[config.mk]
export PLATFORM = sky130hd
export DESIGN_NAME = neureka_tcdm_split_reorder_flat
export DESIGN_NICKNAME = d
export VERILOG_FILES = /design/src/rtl/neureka_tcdm_split_reorder_pkg.sv /design/src/rtl/neureka_tcdm_split_reorder_if.sv /design/src/rtl/neureka_tcdm_split_reorder_fifo.sv /design/src/rtl/neureka_tcdm_split_reorder.sv /design/src/flat_wrapper.sv
export SDC_FILE = /design/constraint.sdc
export NUM_CORES = 1
export LEC_CHECK = 0
export CAP_MARGIN = 20
export CORE_AREA = 8 8 626 628
export CTS_CLUSTER_DIAMETER = 50
export DETAILED_ROUTE_END_ITERATION = 12
export DIE_AREA = 0 0 634 636
export GPL_TIMING_DRIVEN = 0
export PLACE_DENSITY_LB_ADDON = 0.12
export SYNTH_ARGS = -nofsm -noshare
export SYNTH_HDL_FRONTEND = slang
export SYNTH_SLANG_ARGS = --single-unit
[constraint.sdc]
create_clock -name clk_i -period 3.9 [get_ports clk_i]
set_input_delay 0.78 -clock clk_i [delete_from_list [all_inputs] [get_ports clk_i]]
set_output_delay 0.78 -clock clk_i [all_outputs]
set_load 0.01 [all_outputs]
[src/rtl/neureka_tcdm_split_reorder_pkg.sv]
// Shared types and constants for the wide-to-32-bit TCDM split with response reorder.
// Optional feature macro: NEUREKA_SPLIT_PERF_CNT_EN (request stall counter).
package neureka_tcdm_split_reorder_pkg;

    localparam int unsigned NEUREKA_MEM_BANDWIDTH_EXT = 288;
    localparam int unsigned NEUREKA_SPLIT_FIFO_DEPTH  = 2;

    typedef struct packed {
        logic        req;
        logic [31:0] add;
        logic        wen;
        logic [3:0]  be;
        logic [31:0] data;
    } tcdm_chan_req_t;

    typedef struct packed {
        logic [31:0] r_data;
        logic        r_valid;
    } tcdm_chan_rsp_t;

    // Byte address of channel idx for a wide access starting at base (32-bit wrap).
    function automatic logic [31:0] chan_addr(input logic [31:0] base, input int unsigned idx);
        return base + 32'(idx * 4);
    endfunction

endpackage

[src/rtl/neureka_tcdm_split_reorder_if.sv]
// Wide HCI-style request/response bundle between the accelerator master and the split.
interface neureka_tcdm_split_reorder_if #(
    parameter int unsigned BW = 288
) ();
    logic            req;
    logic            gnt;
    logic [31:0]     add;
    logic            wen;
    logic [BW/8-1:0] be;
    logic [BW-1:0]   data;
    logic [BW-1:0]   r_data;
    logic            r_valid;
    logic            r_ready;

    modport master (output req, add, wen, be, data, r_ready,
                    input  gnt, r_data, r_valid);
    modport slave  (input  req, add, wen, be, data, r_ready,
                    output gnt, r_data, r_valid);
endinterface

[src/rtl/neureka_tcdm_split_reorder_fifo.sv]
// Per-channel registered response FIFO with a read credit counter.
// The credit counts reads granted on the channel that are not yet popped,
// so a read is only issued when buffer space is guaranteed for its response.
module neureka_split_resp_fifo
    import neureka_tcdm_split_reorder_pkg::*;
#(
    parameter int unsigned DEPTH = NEUREKA_SPLIT_FIFO_DEPTH
) (
    input  logic           clk_i,
    input  logic           rst_ni,
    input  logic           clear_i,
    input  logic           rd_grant_i,
    input  tcdm_chan_rsp_t rsp_i,
    input  logic           pop_i,
    output logic [31:0]    head_o,
    output logic           valid_o,
    output logic           credit_ok_o
);
    localparam int unsigned PW = (DEPTH > 1) ? $clog2(DEPTH) : 1;
    localparam int unsigned CW = $clog2(DEPTH + 1);

    logic [31:0]   mem_q [DEPTH];
    logic [PW-1:0] rptr_q, rptr_d, wptr_q, wptr_d;
    logic [CW-1:0] count_q, count_d, credit_q, credit_d;
    logic          push;

    function automatic logic [PW-1:0] ptr_next(input logic [PW-1:0] p);
        return (p == PW'(DEPTH - 1)) ? '0 : p + 1'b1;
    endfunction

    // Responses without an outstanding read (e.g. write acks) are dropped.
    assign push        = rsp_i.r_valid && (credit_q > count_q);
    assign valid_o     = (count_q != '0);
    assign head_o      = mem_q[rptr_q];
    // A pop in the same cycle frees a slot, which keeps one read per cycle flowing.
    assign credit_ok_o = (credit_q < CW'(DEPTH)) || pop_i;

    // Next-state of pointers, occupancy and credits.
    always_comb begin
        rptr_d   = pop_i ? ptr_next(rptr_q) : rptr_q;
        wptr_d   = push  ? ptr_next(wptr_q) : wptr_q;
        count_d  = count_q;
        credit_d = credit_q;
        case ({push, pop_i})
            2'b10:   count_d = count_q + 1'b1;
            2'b01:   count_d = count_q - 1'b1;
            default: count_d = count_q;
        endcase
        case ({rd_grant_i, pop_i})
            2'b10:   credit_d = credit_q + 1'b1;
            2'b01:   credit_d = credit_q - 1'b1;
            default: credit_d = credit_q;
        endcase
    end

    // Control state: reset and soft clear return the FIFO to empty with no credits.
    always_ff @(posedge clk_i or negedge rst_ni) begin
        if (!rst_ni) begin
            rptr_q   <= '0;
            wptr_q   <= '0;
            count_q  <= '0;
            credit_q <= '0;
        end else if (clear_i) begin
            rptr_q   <= '0;
            wptr_q   <= '0;
            count_q  <= '0;
            credit_q <= '0;
        end else begin
            rptr_q   <= rptr_d;
            wptr_q   <= wptr_d;
            count_q  <= count_d;
            credit_q <= credit_d;
        end
    end

    // Data storage, written on push only.
    always_ff @(posedge clk_i) begin
        if (push) mem_q[wptr_q] <= rsp_i.r_data;
    end

`ifndef SYNTHESIS
    a_no_overflow: assert property (@(posedge clk_i) disable iff (!rst_ni)
        !(push && !pop_i && (count_q == CW'(DEPTH))))
        else $error("response push into full channel FIFO");
    a_clear_idle: assert property (@(posedge clk_i) disable iff (!rst_ni)
        clear_i |-> (credit_q == count_q))
        else $error("clear_i asserted with reads in flight");
`endif

endmodule

[src/rtl/neureka_tcdm_split_reorder.sv]
// Splits one wide request into MP independently granted 32-bit TCDM channels and
// reassembles the in-order per-channel read responses into one wide response.
// Optional feature macro: NEUREKA_SPLIT_PERF_CNT_EN (request stall counter on perf_stall_o).
module neureka_tcdm_split_reorder
    import neureka_tcdm_split_reorder_pkg::*;
#(
    parameter int unsigned BW           = NEUREKA_MEM_BANDWIDTH_EXT,
    parameter int unsigned FIFO_DEPTH   = NEUREKA_SPLIT_FIFO_DEPTH,
    parameter bit          SKIP_ZERO_BE = 1'b1,
    localparam int unsigned MP          = BW / 32
) (
    input  logic                   clk_i,
    input  logic                   rst_ni,
    input  logic                   clear_i,
    neureka_tcdm_split_reorder_if.slave wide,
    output logic [MP-1:0]          tcdm_req_o,
    input  logic [MP-1:0]          tcdm_gnt_i,
    output logic [MP-1:0][31:0]    tcdm_add_o,
    output logic [MP-1:0]          tcdm_wen_o,
    output logic [MP-1:0][3:0]     tcdm_be_o,
    output logic [MP-1:0][31:0]    tcdm_data_o,
    input  logic [MP-1:0][31:0]    tcdm_r_data_i,
    input  logic [MP-1:0]          tcdm_r_valid_i,
    output logic [31:0]            perf_stall_o
);
    logic [MP-1:0]       done_q, done_d;
    logic [MP-1:0]       skip, credit_ok, chan_hs, chan_ok, not_empty;
    logic [MP-1:0][31:0] heads;
    logic                gnt, rsp_valid, pop;
    tcdm_chan_req_t      chan_req [MP];
    tcdm_chan_rsp_t      chan_rsp [MP];

    for (genvar i = 0; i < MP; i++) begin : g_chan
        assign skip[i] = SKIP_ZERO_BE && !wide.wen && (wide.be[4*i +: 4] == 4'b0000);

        assign chan_req[i].req  = wide.req && !done_q[i] && !skip[i] && (wide.wen ? credit_ok[i] : 1'b1);
        assign chan_req[i].add  = chan_addr(wide.add, i);
        assign chan_req[i].wen  = wide.wen;
        assign chan_req[i].be   = wide.be[4*i +: 4];
        assign chan_req[i].data = wide.data[32*i +: 32];

        assign tcdm_req_o[i]  = chan_req[i].req;
        assign tcdm_add_o[i]  = chan_req[i].add;
        assign tcdm_wen_o[i]  = chan_req[i].wen;
        assign tcdm_be_o[i]   = chan_req[i].be;
        assign tcdm_data_o[i] = chan_req[i].data;

        assign chan_hs[i] = chan_req[i].req && tcdm_gnt_i[i];
        assign chan_ok[i] = done_q[i] || skip[i] || chan_hs[i];

        assign chan_rsp[i].r_data  = tcdm_r_data_i[i];
        assign chan_rsp[i].r_valid = tcdm_r_valid_i[i];

        neureka_split_resp_fifo #(
            .DEPTH (FIFO_DEPTH)
        ) i_fifo (
            .clk_i       (clk_i),
            .rst_ni      (rst_ni),
            .clear_i     (clear_i),
            .rd_grant_i  (chan_hs[i] && wide.wen),
            .rsp_i       (chan_rsp[i]),
            .pop_i       (pop),
            .head_o      (heads[i]),
            .valid_o     (not_empty[i]),
            .credit_ok_o (credit_ok[i])
        );
    end

    assign gnt          = wide.req && (&chan_ok);
    assign wide.gnt     = gnt;
    assign rsp_valid    = &not_empty;
    assign pop          = rsp_valid && wide.r_ready;
    assign wide.r_valid = rsp_valid;
    assign wide.r_data  = rsp_valid ? heads : '0;

    // Done bits collect channel handshakes until the whole wide request is granted.
    always_comb begin
        done_d = gnt ? '0 : (done_q | chan_hs);
    end

    // Per-channel completion tracking.
    always_ff @(posedge clk_i or negedge rst_ni) begin
        if (!rst_ni)      done_q <= '0;
        else if (clear_i) done_q <= '0;
        else              done_q <= done_d;
    end

`ifdef NEUREKA_SPLIT_PERF_CNT_EN
    logic [31:0] perf_q, perf_d;

    always_comb begin
        perf_d = perf_q;
        if (wide.req && !gnt && (perf_q != '1)) perf_d = perf_q + 32'd1;
    end

    // Saturating count of cycles the master waits for the wide grant.
    always_ff @(posedge clk_i or negedge rst_ni) begin
        if (!rst_ni)      perf_q <= '0;
        else if (clear_i) perf_q <= '0;
        else              perf_q <= perf_d;
    end

    assign perf_stall_o = perf_q;
`else
    assign perf_stall_o = '0;
`endif

`ifndef SYNTHESIS
    logic pend_q;

    // Remembers that a wide request was left pending at the last edge.
    always_ff @(posedge clk_i or negedge rst_ni) begin
        if (!rst_ni)      pend_q <= 1'b0;
        else if (clear_i) pend_q <= 1'b0;
        else              pend_q <= wide.req && !gnt;
    end

    a_req_stable: assert property (@(posedge clk_i) disable iff (!rst_ni || clear_i)
        pend_q |-> (wide.req && $stable(wide.add) && $stable(wide.wen)
                    && $stable(wide.be) && $stable(wide.data)))
        else $error("wide request changed before grant");
`endif

endmodule

[src/flat_wrapper.sv]
// flat-port wrapper written by rule: the top's interface ports become plain ports
module neureka_tcdm_split_reorder_flat import neureka_tcdm_split_reorder_pkg::*;
#(
    parameter int unsigned BW           = NEUREKA_MEM_BANDWIDTH_EXT,
    parameter int unsigned FIFO_DEPTH   = NEUREKA_SPLIT_FIFO_DEPTH,
    parameter bit          SKIP_ZERO_BE = 1'b1,
    localparam int unsigned MP          = BW / 32
)
  (clk_i, rst_ni, clear_i, tcdm_req_o, tcdm_gnt_i, tcdm_add_o, tcdm_wen_o, tcdm_be_o, tcdm_data_o, tcdm_r_data_i, tcdm_r_valid_i, perf_stall_o, wide_req, wide_add, wide_wen, wide_be, wide_data, wide_r_ready, wide_gnt, wide_r_data, wide_r_valid);
  neureka_tcdm_split_reorder_if #(.BW(BW)) wide_i ();
  input  logic clk_i;
  input  logic rst_ni;
  input  logic clear_i;
  output logic [MP-1:0] tcdm_req_o;
  input  logic [MP-1:0] tcdm_gnt_i;
  output logic [MP-1:0][31:0] tcdm_add_o;
  output logic [MP-1:0] tcdm_wen_o;
  output logic [MP-1:0][3:0] tcdm_be_o;
  output logic [MP-1:0][31:0] tcdm_data_o;
  input  logic [MP-1:0][31:0] tcdm_r_data_i;
  input  logic [MP-1:0] tcdm_r_valid_i;
  output logic [31:0] perf_stall_o;
  input wire logic [$bits(wide_i.req)-1:0] wide_req;
  input wire logic [$bits(wide_i.add)-1:0] wide_add;
  input wire logic [$bits(wide_i.wen)-1:0] wide_wen;
  input wire logic [$bits(wide_i.be)-1:0] wide_be;
  input wire logic [$bits(wide_i.data)-1:0] wide_data;
  input wire logic [$bits(wide_i.r_ready)-1:0] wide_r_ready;
  output wire logic [$bits(wide_i.gnt)-1:0] wide_gnt;
  output wire logic [$bits(wide_i.r_data)-1:0] wide_r_data;
  output wire logic [$bits(wide_i.r_valid)-1:0] wide_r_valid;
  assign wide_i.req = wide_req;
  assign wide_i.add = wide_add;
  assign wide_i.wen = wide_wen;
  assign wide_i.be = wide_be;
  assign wide_i.data = wide_data;
  assign wide_i.r_ready = wide_r_ready;
  assign wide_gnt = wide_i.gnt;
  assign wide_r_data = wide_i.r_data;
  assign wide_r_valid = wide_i.r_valid;
  neureka_tcdm_split_reorder #(.BW(BW), .FIFO_DEPTH(FIFO_DEPTH), .SKIP_ZERO_BE(SKIP_ZERO_BE)) u_core (.clk_i(clk_i), .rst_ni(rst_ni), .clear_i(clear_i), .wide(wide_i), .tcdm_req_o(tcdm_req_o), .tcdm_gnt_i(tcdm_gnt_i), .tcdm_add_o(tcdm_add_o), .tcdm_wen_o(tcdm_wen_o), .tcdm_be_o(tcdm_be_o), .tcdm_data_o(tcdm_data_o), .tcdm_r_data_i(tcdm_r_data_i), .tcdm_r_valid_i(tcdm_r_valid_i), .perf_stall_o(perf_stall_o));
endmodule
==> After elaboration in Yosys (flattened, before gate mapping) <==
Memory sizes are Yosys's and may differ from the RTL's.
Cells that the tools add are included.
W data, S select, Z words.
{ "totals": {"mem_count": 9, "wordCells": 442, "ram_bits": 576, "regBits": 63, "in_bits": 668} }
{ "op_classes": {"addsub": 62, "n_mux": 120, "reduce_logical": 159, "eq_ne": 36, "n_bitwise": 1, "n_lt_le_gt_ge": 18} }
{ "memory_table": {"columns": ["memory", "words", "width", "read_ports", "rd_ports_with_merged_regs", "write_ports", "line", "rtl"], "rows": [
  ["u_core.g_chan[0].i_fifo.mem_q", 2, 32, 1, 0, 1, "neureka_tcdm_split_reorder_fifo.sv:22", "logic [31:0] mem_q [DEPTH];"],
  ["u_core.g_chan[1].i_fifo.mem_q", 2, 32, 1, 0, 1, "neureka_tcdm_split_reorder_fifo.sv:22", null],
  ["u_core.g_chan[2].i_fifo.mem_q", 2, 32, 1, 0, 1, "neureka_tcdm_split_reorder_fifo.sv:22", null],
  ["u_core.g_chan[3].i_fifo.mem_q", 2, 32, 1, 0, 1, "neureka_tcdm_split_reorder_fifo.sv:22", null],
  ["u_core.g_chan[4].i_fifo.mem_q", 2, 32, 1, 0, 1, "neureka_tcdm_split_reorder_fifo.sv:22", null],
  ["u_core.g_chan[5].i_fifo.mem_q", 2, 32, 1, 0, 1, "neureka_tcdm_split_reorder_fifo.sv:22", null],
  ["3 more memories", null, null, null, null, null, null, null]
]} }
{ "ops": {"columns": ["op", "n"], "rows": [
  ["$mux W288", 1],
  ["$add A32 B5 Y32 const B", 4],
  ["$mux W1", 81],
  ["$pmux W2 S2", 18],
  ["$logic_and A1 B1 Y1", 65],
  ["$add A32 B4 Y32 const B", 2],
  ["$reduce_bool A3 Y1", 18],
  ["$reduce_bool A2 Y1", 19],
  ["$add A2 B1 Y2 const B", 18],
  ["$eq A2 B1 Y1 const B", 18],
  ["$eq A2 B2 Y1 const B", 18],
  ["$logic_not A4 Y1", 9],
  ["$mux W2", 18],
  ["$sub A2 B1 Y2 const B", 18],
  ["$add A32 B3 Y32 const B", 1],
  ["$add A32 B6 Y32 const B", 1],
  ["$logic_or A1 B1 Y1", 27],
  ["$logic_not A1 Y1", 19],
  ["$add A1 B1 Y1 const B", 18],
  ["$gt A2 B2 Y1", 9],
  ["$lt A2 B2 Y1 const B", 9],
  ["$mux W9", 2],
  ["$reduce_and A9 Y1", 2],
  ["$or A9 B9 Y9", 1]
]} }

==> Longest topological paths before layout <==
Gate-level depths: netlist of run 1.
{ "depth": {"word_depth": 12, "mapped_depth": 10, "mapped_depth_nobuf": 8} }

==> Modules after synthesis <==
A second synthesis of run 1 with hierarchy kept.
{ "hier_totals": {"cells_unflattened": 2662, "area_unflattened_um2": 33597.2} }
{ "modules_own_cells": {"columns": ["module", "area_per_inst_um2", "cells_each", "instances"], "rows": [
  ["neureka_split_resp_fifo at u_core.g_chan[0].i_fifo ...", 2681.3, 139, 7],
  ["neureka_tcdm_split_reorder", 9370.2, 1399, 1],
  ["neureka_split_resp_fifo at u_core.g_chan[1].i_fifo ...", 2728.9, 145, 2]
]} }

==> Least setup slack after synthesis of run 1 <==
No wires, ideal clock.
{ "synth_timing": {"path_type": "input -> output", "from": "input wide_add[3]", "to": "output tcdm_add_o[250] (netlist name)", "arrival_time_ps": 2588, "path_slack_ps": 532, "required_time_ps": 3120, "n_path_buf": 2, "cell_stages": 9, "cell_sequence": "clkbuf_1 -> inv_1 -> ha_1 -> clkbuf_1 -> inv_1 -> a21oi_1 -> or3_1 -> nor2_1 -> xor2_1"} }
{ "synth_rtl": {"columns": ["item", "line", "rtl"], "rows": [
  ["start: declaration", "flat_wrapper.sv:24", "input wire logic [$bits(wide_i.add)-1:0] wide_add;"],
  ["end: declaration", "flat_wrapper.sv:16", "output logic [MP-1:0][31:0] tcdm_add_o;"]
]} }

==> Worst setup path in the final report of run 1 <==
{ "layout_timing": {"from": "register u_core.g_chan[6].i_fifo.count_q[0]", "to": "output wide_r_data[121]"} }
{ "layout_between": {"elab_chain_len": 3} }
{ "layout_rtl": {"columns": ["item", "line", "rtl"], "rows": [
  ["start: declaration", "neureka_tcdm_split_reorder_fifo.sv:24", "logic [CW-1:0] count_q, count_d, credit_q, credit_d;"],
  ["start signal: assignment", "neureka_tcdm_split_reorder_fifo.sv:71", "count_q <= count_d;"],
  ["$reduce_bool A2 Y1", "neureka_tcdm_split_reorder_fifo.sv:33", "assign valid_o = (count_q != '0);"],
  ["$reduce_and A9 Y1", "neureka_tcdm_split_reorder.sv:71", "assign rsp_valid = &not_empty;"],
  ["$mux W288", "neureka_tcdm_split_reorder.sv:74", "assign wide.r_data = rsp_valid ? heads : '0;"],
  ["end: declaration", "flat_wrapper.sv:30", "output wire logic [$bits(wide_i.r_data)-1:0] wide_r_data;"]
]} }
Every way passes these cells.

==> summary.md, run 1 <==
| Metric | Value |
|---|---|
| Most used cell, CP | `clkbuf_16` |
| Critical path, cell by cell | `nor2_1, or4_4, or3_4, clkbuf_16, buf_6, clkbuf_16, buf_16, buf_4, clkbuf_16, nor2_2, buf_6` |
| Initial Util | `8.44%` |
| WP buf/inv | `7` |
| Static leakage | `20.6 nW` |
| Vias in the first global route | `27755` |
| WS Path Type | `flip-flop to primary output` |
| Crit share post-route | `104%` |
| Clock-pin slew on the worst setup and hold paths | `0.05 ns` |
| Util after Layout | `15.6%` |
| Rows | `227` |
| Slowest-stage cell, CP | `or4_4` |
| Worst slew pin tran | `1.06 ns` |
| Synth warn | `0` |
| Startpoint class of the critical path | `flip-flop` |
| Largest delay share family, worst path | `buffers and inverters` |
| Ports | `1620` |
| Tmin final | `4.06 ns` |
| Num CTS Buffers | `105` |
| Global-route wire length before repair | `304000 um` |
| Failing checks | `setup timing` |
| Ys flop type | `edfxtp_1` |
| Gpl congestion | `0.893` |
| Metal2 WL | `137000 um` |
| Design area | `59400 um^2` |
| Max layer used | `met5` |
| M1 wire length | `75300 um` |
| DR iter-0 viols | `1150` |
| Die Span Y | `636 um` |
| Register area | `18900 um^2` |
| Global-route congestion overflow total | `0` |
| Post-DP Area | `52300 um^2` |
| Max-cap viol count | `0` |
| Final setup fails | `81` |
| Multi-input logic area | `11500 um^2` |
| DRT antenna net count | `0` |
| Largest net degree at the start of global routing | `54` |
| Number of buffers added on ports | `1290` |
| Total power | `20.5 mW` |
| Fillers | `42609` |
| Hold slack | `0.545 ns` |
| Die width | `634 um` |
| Met3 WL | `21600 um` |
| Maximum vdd drop | `0.312 mV` |
| GRT Resource Usage Total | `11.4%` |
| Number of distinct library cells after synthesis | `46` |
| Setup ws final | `-0.158 ns` |
| Post-synth EDFFs | `576` |
| Post-Syn Area | `32200 um^2` |
| FFs w/ async S/R, synth | `9.86%` |
| Pre-CTS WS | `-2.96 ns` |
| 1st-pass router iterations | `4` |
| Endpoints failing hold | `0` |
| Status | `complete, but fails checks` |
| Maximum root-to-sink buffer count | `3` |
| Worst Hold Class | `input port to async pin` |
| Synth-to-layout area growth | `84.6%` |
| Die ar. | `403000 um^2` |
| Seq/Total Area, Yosys | `58.7%` |
| Final max-slew violation count | `0` |
| Via count | `26489` |
| Share of post-route cells with drive strength above 1 | `32.8%` |
| Crit-path max FO | `6` |
| CTS tree | `done` |
| Root Buffer | `clkbuf_16` |
| Nets@finish | `4936` |
| Clock Skews | `0.0412 ns` |
| H-Tree Depth | `3` |
| DRC | `0` |
| Core box area | `381000 um^2` |
| Routed len/inst | `25.9 um` |
| WL final | `244000 um` |
| Slew headroom | `29.6%` |
| HPWL Detailed | `209000 um` |
| Vias per cell | `2.80` |
| Post-Synthesis Cells | `2676` |
| Mean post-synth cell area | `12.0 um^2` |
| Achievable clock frequency | `246 MHz` |
| FF+latch count, synth | `639` |
| Initial antenna violation count | `148` |
| RSZ-0062 raised after global routing | `true` |
| CP max stage delay | `0.53 ns` |
| Reg-to-Reg Start | `u_core.g_chan[6].i_fifo.count_q[0]` |
| Worst-skew pair later-pin latency | `0.72 ns` |
| Clk sinks | `639` |
| CP startpoint | `u_core.g_chan[6].i_fifo.count_q[0]` |
| Worst path required time | `3.12 ns` |
| Critical path endpoint category | `primary output` |
| Crit path arrival time | `3.28 ns` |
| PD cells | `345 nW/um^2` |
==> sequential cells by signal, summed over array words and instances (netlist names) <==
signal / count
u_core.g_chan.i_fifo.credit_q: 18
u_core.g_chan.i_fifo.count_q: 18
u_core.g_chan.i_fifo.mem_q: 576
u_core.done_q: 9
u_core.g_chan.i_fifo.wptr_q: 9
u_core.g_chan.i_fifo.rptr_q: 9
==> cell families after synthesis <==
family                     synth area share [%]
and+or+nand+nor                            9.76
DFF                                        58.7
buffers and inverters                      12.2
muxes                                      9.18
xor gates and xnor gates                   7.08
AOI/OAI and AO/OA                          1.98
adders and majority gates                  1.09
other                                    0.0117
==> cell usage after synthesis, types with 2 or more instances <==
master,instances,share of area [%]
edfxtp_1,576,54
nor2_1,435,5.1
buf_4,430,10
mux2i_1,295,9.2
xnor2_1,160,4.4
nand2_1,126,1.5
clkbuf_1,109,1.3
xor2_1,100,2.7
dfrtp_1,63,4.9
inv_1,53,0.62
a21oi_1,45,0.70
nor3_1,40,0.62
ha_1,28,1.1
nand3_1,28,0.44
and3_1,20,0.39
or3_1,19,0.37
o21ai_0,15,0.23
buf_2,13,0.20
nor2b_1,11,0.21
and2_1,10,0.19
a211oi_1,9,0.21
a22oi_1,9,0.21
buf_1,9,0.11
nand4_1,9,0.18
o211ai_1,9,0.21
a31oi_1,8,0.16
nor4_1,8,0.16
or4_1,8,0.19
nor3b_1,6,0.14
and4_1,4,0.11
o22ai_1,3,0.058
a2111oi_0,2,0.054
a21boi_0,2,0.047
nor3_2,2,0.062
==> per-stage QoR <==
step	TNS (ns)	instances
2_1_floorplan	0	2707
3_3_place_gp	-1637.66	9035
3_5_place_dp	-501.20	9076
4_1_cts	-36.57	9351
5_1_grt	-34.89	9426
6_report	-5.50	9445
==> metal layers <==
metal / GRT usage, % / vias to the layer above
met4: 3.49 / 44
met3: 4.33 / 381
met1: 10.0 / 12826
met5: 0 / -
li1: - / 12026
met2: 23.4 / 1212
==> worst paths after layout <==
kind	end	slack, ns	depth (start not counted)
hold / removal	u_core.g_chan[8].i_fifo.rptr_q	0.55	2
min in group clk_i	u_core.g_chan[4].i_fifo.credit_q[1]	0.55	2
max in group asynchronous	u_core.g_chan[2].i_fifo.count_q[0]	2.68	3
hold reg to reg	u_core.g_chan[4].i_fifo.credit_q[1]	0.55	2
setup reg to reg	u_core.g_chan[6].i_fifo.rptr_q	1.00	8
setup / recovery	wide_r_data[121]	-0.16	11
==> cell type report <==
type / instances / area share [%]
Multi-Input combinational cell: 1454 / 19.3
Clock inverter: 75 / 1.27
Clock buffer: 118 / 4.51
Sequential cell: 639 / 31.8
Buffer: 551 / 7.52
Timing Repair Buffer: 1436 / 24.3
Inverter: 53 / 0.354
Tap cell: 5038 / 10.6
Antenna cell: 81 / 0.341
==> repair_timing <==
item                                   4_1_cts  5_1_grt
hold buffers                                 1        0
gates resized for setup                   2071      277
cloned                                      10        4
endpoints found under the hold margin       10        0
pin swaps                                   38       19
setup endpoints to repair                  526      267
buffers inserted                            80        9
==> power breakdown <==
group / internal, mW / switching, mW / leakage (nW)
Clock: 5.56 / 3.65 / 1.66
Sequential: 7.86 / 0.0968 / 6.07
Combinational: 1.59 / 1.71 / 12.8
Total: 15.0 / 5.46 / 20.6
==> cell usage in the layout (no fill, tap or decap), types with 13 or more instances in the layout <==
cell type / netlist / layout
nor2_2: 1 / 45
dlygate4sd2_1: 0 / 71
edfxtp_1: 576 / 576
dfrtp_1: 63 / 62
and3_1: 20 / 16
nand3_1: 28 / 22
or3_1: 19 / 14
xnor2_1: 160 / 154
dlymetal6s2s_1: 0 / 18
buf_4: 430 / 522
nor2_1: 435 / 212
clkinv_1: 0 / 19
clkbuf_2: 0 / 22
o21ai_0: 15 / 15
mux2i_1: 295 / 295
buf_6: 0 / 171
ha_1: 28 / 22
nand2_1: 126 / 113
buf_8: 0 / 22
xor2_1: 100 / 97
inv_6: 0 / 13
clkbuf_16: 0 / 139
clkbuf_1: 109 / 58
nor3_1: 40 / 30
clkdlybuf4s15_2: 0 / 28
a21oi_1: 45 / 40
clkdlybuf4s50_1: 0 / 892
buf_12: 0 / 33
buf_2: 13 / 95
clkinv_2: 0 / 17
conb_1: 1 / 32
inv_1: 53 / 49
diode_2: 0 / 81
nor2_4: 1 / 180
No activity file was read; power rests on OpenSTA's default activity.
==> run 2: changes to the inputs <==
- CELL_PAD_IN_SITES_DETAIL_PLACEMENT: unset -> 1
- CELL_PAD_IN_SITES_GLOBAL_PLACEMENT: unset -> 2
- CORE_AREA: 8 8 626 628 -> 8 8 623 625
- DIE_AREA: 0 0 634 636 -> 0 0 631 633
- clock period: 3.9 -> 3.4 ns (I/O delays scaled with it)
==> run 2 against run 1 <==
Against the previous run:
- non-clock buffer count up 3
- clock skew up 0.00068 ns
- first-iteration DRC count down 36%
- worst hold slack worse by 0.046 ns
- utilization about the same
- critical path depth down 2
- the run still ends with setup timing left
- via count up 0.16%
==> summary.md, run 2 (synthesis results as in run 1) <==
| Metric | Value |
|---|---|
| Static leakage | `20.7 nW` |
| Clk sinks | `639` |
| Critical path endpoint category | `primary output` |
| Maximum root-to-sink buffer count | `3` |
| Crit path arrival time | `3.16 ns` |
| Worst path required time | `2.72 ns` |
| Status | `complete, but fails checks` |
| Routed len/inst | `24.7 um` |
| GRT Resource Usage Total | `10.9%` |
| PD cells | `426 nW/um^2` |
| Biggest regs | `u_core.g_chan.i_fifo.mem_q x576, u_core.g_chan.i_fifo.count_q x18, u_core.g_chan.i_fifo.credit_q x18` |
| Vias in the first global route | `28751` |
| Crit-path max FO | `8` |
| Via count | `26532` |
| Clock-pin slew on the worst setup and hold paths | `0.05 ns` |
| Die Span Y | `633 um` |
| Final max-slew violation count | `0` |
| Startpoint class of the critical path | `flip-flop` |
| Cell Count Post-Placement | `9050` |
| Initial antenna violation count | `159` |
| H-Tree Depth | `3` |
| HPWL Detailed | `194000 um` |
| Largest net degree at the start of global routing | `43` |
| DRC | `0` |
| Slew headroom | `29.2%` |
| Share of post-route cells with drive strength above 1 | `34.0%` |
| 1st-pass router iterations | `4` |
| Failing checks | `setup timing` |
| R2R cell count | `8` |
| Non-Filler Instances | `9401` |
| Nets@finish | `4949` |
| RSZ-0062 raised after global routing | `true` |
| Clock Skews | `0.0419 ns` |
| Maximum vdd drop | `0.463 mV` |
| Synth-to-layout area growth | `83.3%` |
| Endpoints failing hold | `0` |
| Number of buffers added on ports | `1290` |
| Gpl congestion | `0.830` |
| Crit share post-route | `113%` |
| WS Path Type | `flip-flop to primary output` |
| Die ar. | `399000 um^2` |
| WL final | `232000 um` |
| Hold slack | `0.499 ns` |
| Achievable clock frequency | `260 MHz` |
| Initial Util | `8.52%` |
| DR iter-0 viols | `738` |
| Total power | `25.1 mW` |
| Worst Hold Class | `input port to flip-flop` |
| Global-route wire length before repair | `293000 um` |
| Max-cap viol count | `0` |
| DRT antenna net count | `0` |
| Util after Layout | `15.6%` |
| Critical R2R Capture | `u_core.g_chan[2].i_fifo.rptr_q` |
| Global-route congestion overflow total | `0` |
| Most frequent cells in the layout | `clkdlybuf4s50_1, buf_4, edfxtp_1, mux2i_1, nor2_1` |
| Setup crit end | `wide_r_data[90]` |
| Final setup fails | `351` |
| Root Buffer | `clkbuf_16` |
| Setup ws final | `-0.443 ns` |
| CTS tree | `done` |
| Num CTS Buffers | `115` |
| Vias per cell | `2.82` |
| Rows | `226` |
| R2R setup slack | `0.50 ns` |
| Worst slew pin tran | `1.06 ns` |
| Max reg flops | `576` |
| Largest Register | `u_core.g_chan.i_fifo.mem_q` |
| Die width | `631 um` |
| Leading cell type in the layout, fill and taps excluded | `clkdlybuf4s50_1` |
| Reg-to-Reg Start | `u_core.g_chan[2].i_fifo.count_q[0]` |
| CP startpoint | `u_core.g_chan[6].i_fifo.count_q[1]` |
| Worst-skew pair later-pin latency | `0.75 ns` |
| Tmin final | `3.84 ns` |
| Ports | `1620` |
| Core box area | `378000 um^2` |
run 2: cell count changes in the layout (fill, tap and decap cells not counted), sizes merged, moves of 6 or more:
cell,before,now
dlymetal6s2s,18,9
inv,64,70
diode,81,33
bufinv,9,18
clkbuf,238,304
clkdlybuf4s50,892,853
buf,850,844
run 2: critical path: stages (launching register included):
cell,delay [ns]
dfrtp_1,0.38
nor2_4,0.06
or4_4,0.53
or3_4,0.42
clkbuf_16,0.19
clkbuf_16,0.21
clkbuf_16,0.18
buf_12,0.15
nor2_2,0.13
buf_6,0.13
run 2: area by class of cell:
class / count / area [um^2]
antenna: 33 / 82.6
buffer: 552 / 4430
clock buffer: 125 / 2950
clock inverter: 91 / 1110
fill: 43205 / 319000
inverter: 53 / 218
multi-input combinational: 1454 / 11100
sequential: 639 / 18900
tap: 5016 / 6280
timing repair buffer: 1438 / 13900
run 2: what timing repair did:
action,CTS,global route
gates cloned,1,7
hold endpoints to repair,21,0
hold buffers,1,0
pin swaps,37,23
buffers inserted,60,42
gates resized for setup,1380,976
endpoints found under the setup margin,549,422
run 2: worst min path at each step:
stage | startpoint | slack [ns] | endpoint | cells after the start
finish | clear_i | 0.50 | u_core.g_chan[0].i_fifo.count_q[1] | 2
global route | tcdm_r_data_i[149] | 0.42 | u_core.g_chan[4].i_fifo.mem_q[1][21] | 1
detailed placement | u_core.g_chan[6].i_fifo.credit_q[0] | 0.58 | u_core.g_chan[6].i_fifo.credit_q[1] | 2
CTS | tcdm_r_data_i[189] | 0.39 | u_core.g_chan[5].i_fifo.mem_q[1][29] | 1
global placement | u_core.g_chan[4].i_fifo.credit_q[0] | 0.57 | u_core.g_chan[4].i_fifo.credit_q[1] | 2
floorplan | rst_ni | 0.38 | u_core.done_q[0] | 0
run 2: stage by stage:
step	setup TNS, ns	setup slack (ns)	cell area (um^2)
5_1_grt	-136.26	-0.602	58900
6_report	-78.43	-0.443	59000
3_5_place_dp	-698.09	-4.09	52300
3_3_place_gp	-2147.15	-4.97	51500
2_1_floorplan	0	0.232	32300
4_1_cts	-174.86	-0.626	58000
run 2: per-layer routing:
metal,vias up,wire [um],global-route usage (%)
met3,421,21500,4.53
li1,12023,-,-
met1,12830,72300,9.68
met4,76,6440,2.32
met5,-,479,0
met2,1182,131000,22.6
run 2: power breakdown:
| group | switching (mW) | internal (mW) | leakage (nW) |
|---|---|---|---|
| Clock | 4.56 | 7.70 | 1.96 |
| Combinational | 1.87 | 1.85 | 12.7 |
| Sequential | 0.117 | 9.02 | 6.07 |
| Total | 6.55 | 18.6 | 20.7 |
==> run 3: changes to the inputs <==
- CTS_CLUSTER_DIAMETER: 50 -> unset
==> run 3 against run 2 <==
Against the previous run:
- the flow still finishes with violations (setup timing)
- largest cell class is now buffers
- clock power down 27%
- utilization about the same
- combinational power about the same
- non-clock buffer count up 28
- sequential power about the same
- sequential cell count unchanged
- critical path type unchanged
==> summary.md, run 3 (synthesis results as in run 1) <==
| Metric | Value |
|---|---|
| Status | `complete, but fails checks` |
| Failing checks | `setup timing` |
| Worst-skew pair later-pin latency | `0.71 ns` |
| Internal power | `15.9 mW` |
| Startpoint class of the critical path | `flip-flop` |
| Final max-slew violation count | `0` |
| Pre-CTS WS | `-4.09 ns` |
| Total power | `21.9 mW` |
| PD cells | `370 nW/um^2` |
| Worst Hold Class | `input port to flip-flop` |
| CTS tree | `done` |
| Number of buffers added on ports | `1290` |
| Routed len/inst | `25.0 um` |
| Sw Pwr | `5.92 mW` |
| 1st-pass router iterations | `4` |
| Cell Count Post-Placement | `9050` |
| HPWL Detailed | `194000 um` |
| Largest Register | `u_core.g_chan.i_fifo.mem_q` |
| Clock-pin slew on the worst setup and hold paths | `0.06 ns` |
| Tmin final | `3.82 ns` |
| Clk sinks | `639` |
| Proportion of power drawn by the clock network | `41.1%` |
| Core box area | `378000 um^2` |
| Synth-to-layout area growth | `83.6%` |
| Met3 WL | `20400 um` |
| Metal2 WL | `134000 um` |
| Max-cap viol count | `0` |
| Initial antenna violation count | `158` |
| H-Tree Depth | `3` |
| Static leakage | `20.4 nW` |
| Gpl congestion | `0.830` |
| WL final | `234000 um` |
| Crit path arrival time | `3.14 ns` |
| Sequential fraction of design power | `41.8%` |
| Ports | `1620` |
| Die ar. | `399000 um^2` |
| WS Path Type | `flip-flop to primary output` |
| Crit-path max FO | `8` |
| Non-Filler Instances | `9355` |
| Crit share post-route | `112%` |
| Combinational share of power | `17.2%` |
| Global-route wire length before repair | `295000 um` |
| Final setup fails | `363` |
| DRC | `0` |
| Largest net degree at the start of global routing | `43` |
| Die Span Y | `633 um` |
| DRT antenna net count | `0` |
| Endpoints failing hold | `0` |
| RSZ-0062 raised after global routing | `true` |
| Max layer used | `met5` |
| M1 wire length | `73200 um` |
| Achievable clock frequency | `262 MHz` |
| Nets@finish | `4948` |
| Critical path endpoint category | `primary output` |
| Vias in the first global route | `28717` |
| Num CTS Buffers | `86` |
| Root Buffer | `clkbuf_16` |
| Switching part of the total power | `27.1%` |
| Clock Skews | `0.0344 ns` |
| Rows | `226` |
| Fillers | `43170` |
| DR iter-0 viols | `777` |
| Worst path required time | `2.72 ns` |
| Biggest regs | `u_core.g_chan.i_fifo.mem_q x576, u_core.g_chan.i_fifo.count_q x18, u_core.g_chan.i_fifo.credit_q x18` |
| Via count | `26406` |
| Most frequent cells in the layout | `clkdlybuf4s50_1, buf_4, edfxtp_1, mux2i_1, nor2_1` |
| Setup ws final | `-0.416 ns` |
| Vias per cell | `2.82` |
| Die width | `631 um` |
| Worst slew pin tran | `1.05 ns` |
| Max reg flops | `576` |
| Maximum root-to-sink buffer count | `3` |
| Global-route congestion overflow total | `0` |
| GRT Resource Usage Total | `11.1%` |
| Maximum vdd drop | `0.341 mV` |
| Slew headroom | `29.7%` |
| Share of post-route cells with drive strength above 1 | `34.1%` |
| Initial Util | `8.52%` |
| Leading cell type in the layout, fill and taps excluded | `clkdlybuf4s50_1` |
-- run 3: layout make-up --
cell class	instances	area, um^2	area share [%]
Clock buffer	109	2240	3.79
Antenna cell	22	55.1	0.0932
Tap cell	5016	6280	10.6
Sequential cell	639	18900	32.0
Buffer	549	4490	7.60
Inverter	53	218	0.369
Clock inverter	44	455	0.771
Timing Repair Buffer	1469	14800	25.1
Multi-Input combinational cell	1454	11600	19.7
-- run 3: per-stage QoR --
step | util [%] | hold WS [ns] | TNS, ns | instance area (um^2)
final | 15.6 | 0.512 | -85.16 | 59100
after floorplan | - | 0.384 | 0 | 32300
after detailed placement | 13.8 | 0.582 | -698.09 | 52300
after global routing | 15.6 | 0.485 | -143.71 | 59000
after CTS | 15.3 | 0.430 | -153.37 | 57800
after global placement | 13.6 | 0.569 | -2147.15 | 51500
-- run 3: worst paths after layout --
kind,depth (start not counted),slack (ns),startpoint,to
worst min register to register,2,0.59,u_core.g_chan[6].i_fifo.credit_q[0],u_core.g_chan[6].i_fifo.credit_q[1]
worst min-delay path,2,0.51,clear_i,u_core.g_chan[1].i_fifo.count_q[1]
worst max register to register,9,0.33,u_core.g_chan[1].i_fifo.count_q[0],u_core.g_chan[2].i_fifo.rptr_q
max in group asynchronous,3,2.12,rst_ni,u_core.g_chan[1].i_fifo.rptr_q
min in group asynchronous,2,0.58,rst_ni,u_core.g_chan[6].i_fifo.count_q[0]
worst max-delay path,9,-0.42,u_core.g_chan[6].i_fifo.count_q[0],wide_r_data[95]
-- run 3: repair_timing --
action,4_1_cts,5_1_grt
setup endpoints to repair,552,414
gates cloned,14,4
hold endpoints to repair,21,0
pin swaps,52,31
hold buffers,1,0
buffers inserted,96,27
resized for setup,1841,756
-- run 3: power by group through the flow --
stage          logic [mW]  clock network [mW]  registers [mW]
2_1_floorplan        1.39                   0            9.27
3_3_place_gp         3.53                   0            9.32
3_5_place_dp         3.68                   0            9.30
4_1_cts              3.83                9.58            9.13
5_1_grt              4.04                9.72            9.16
6_report             3.75                8.98            9.13
-- run 3: per-layer routing --
metal  GRT usage, %  up-vias
met4           2.51       76
met1           9.83    12842
li1               -    11965
met2           22.9     1130
met3           4.32      393
met5              0        -
-- run 3: critical path, cell delays in order, from the launching register on --
cell       delay [ns]
dfrtp_1          0.37
nor2_2           0.06
or4_1            0.53
or3_4            0.44
clkbuf_16        0.19
clkbuf_16        0.20
clkbuf_16        0.18
buf_12           0.15
nor2_2           0.13
buf_6            0.15
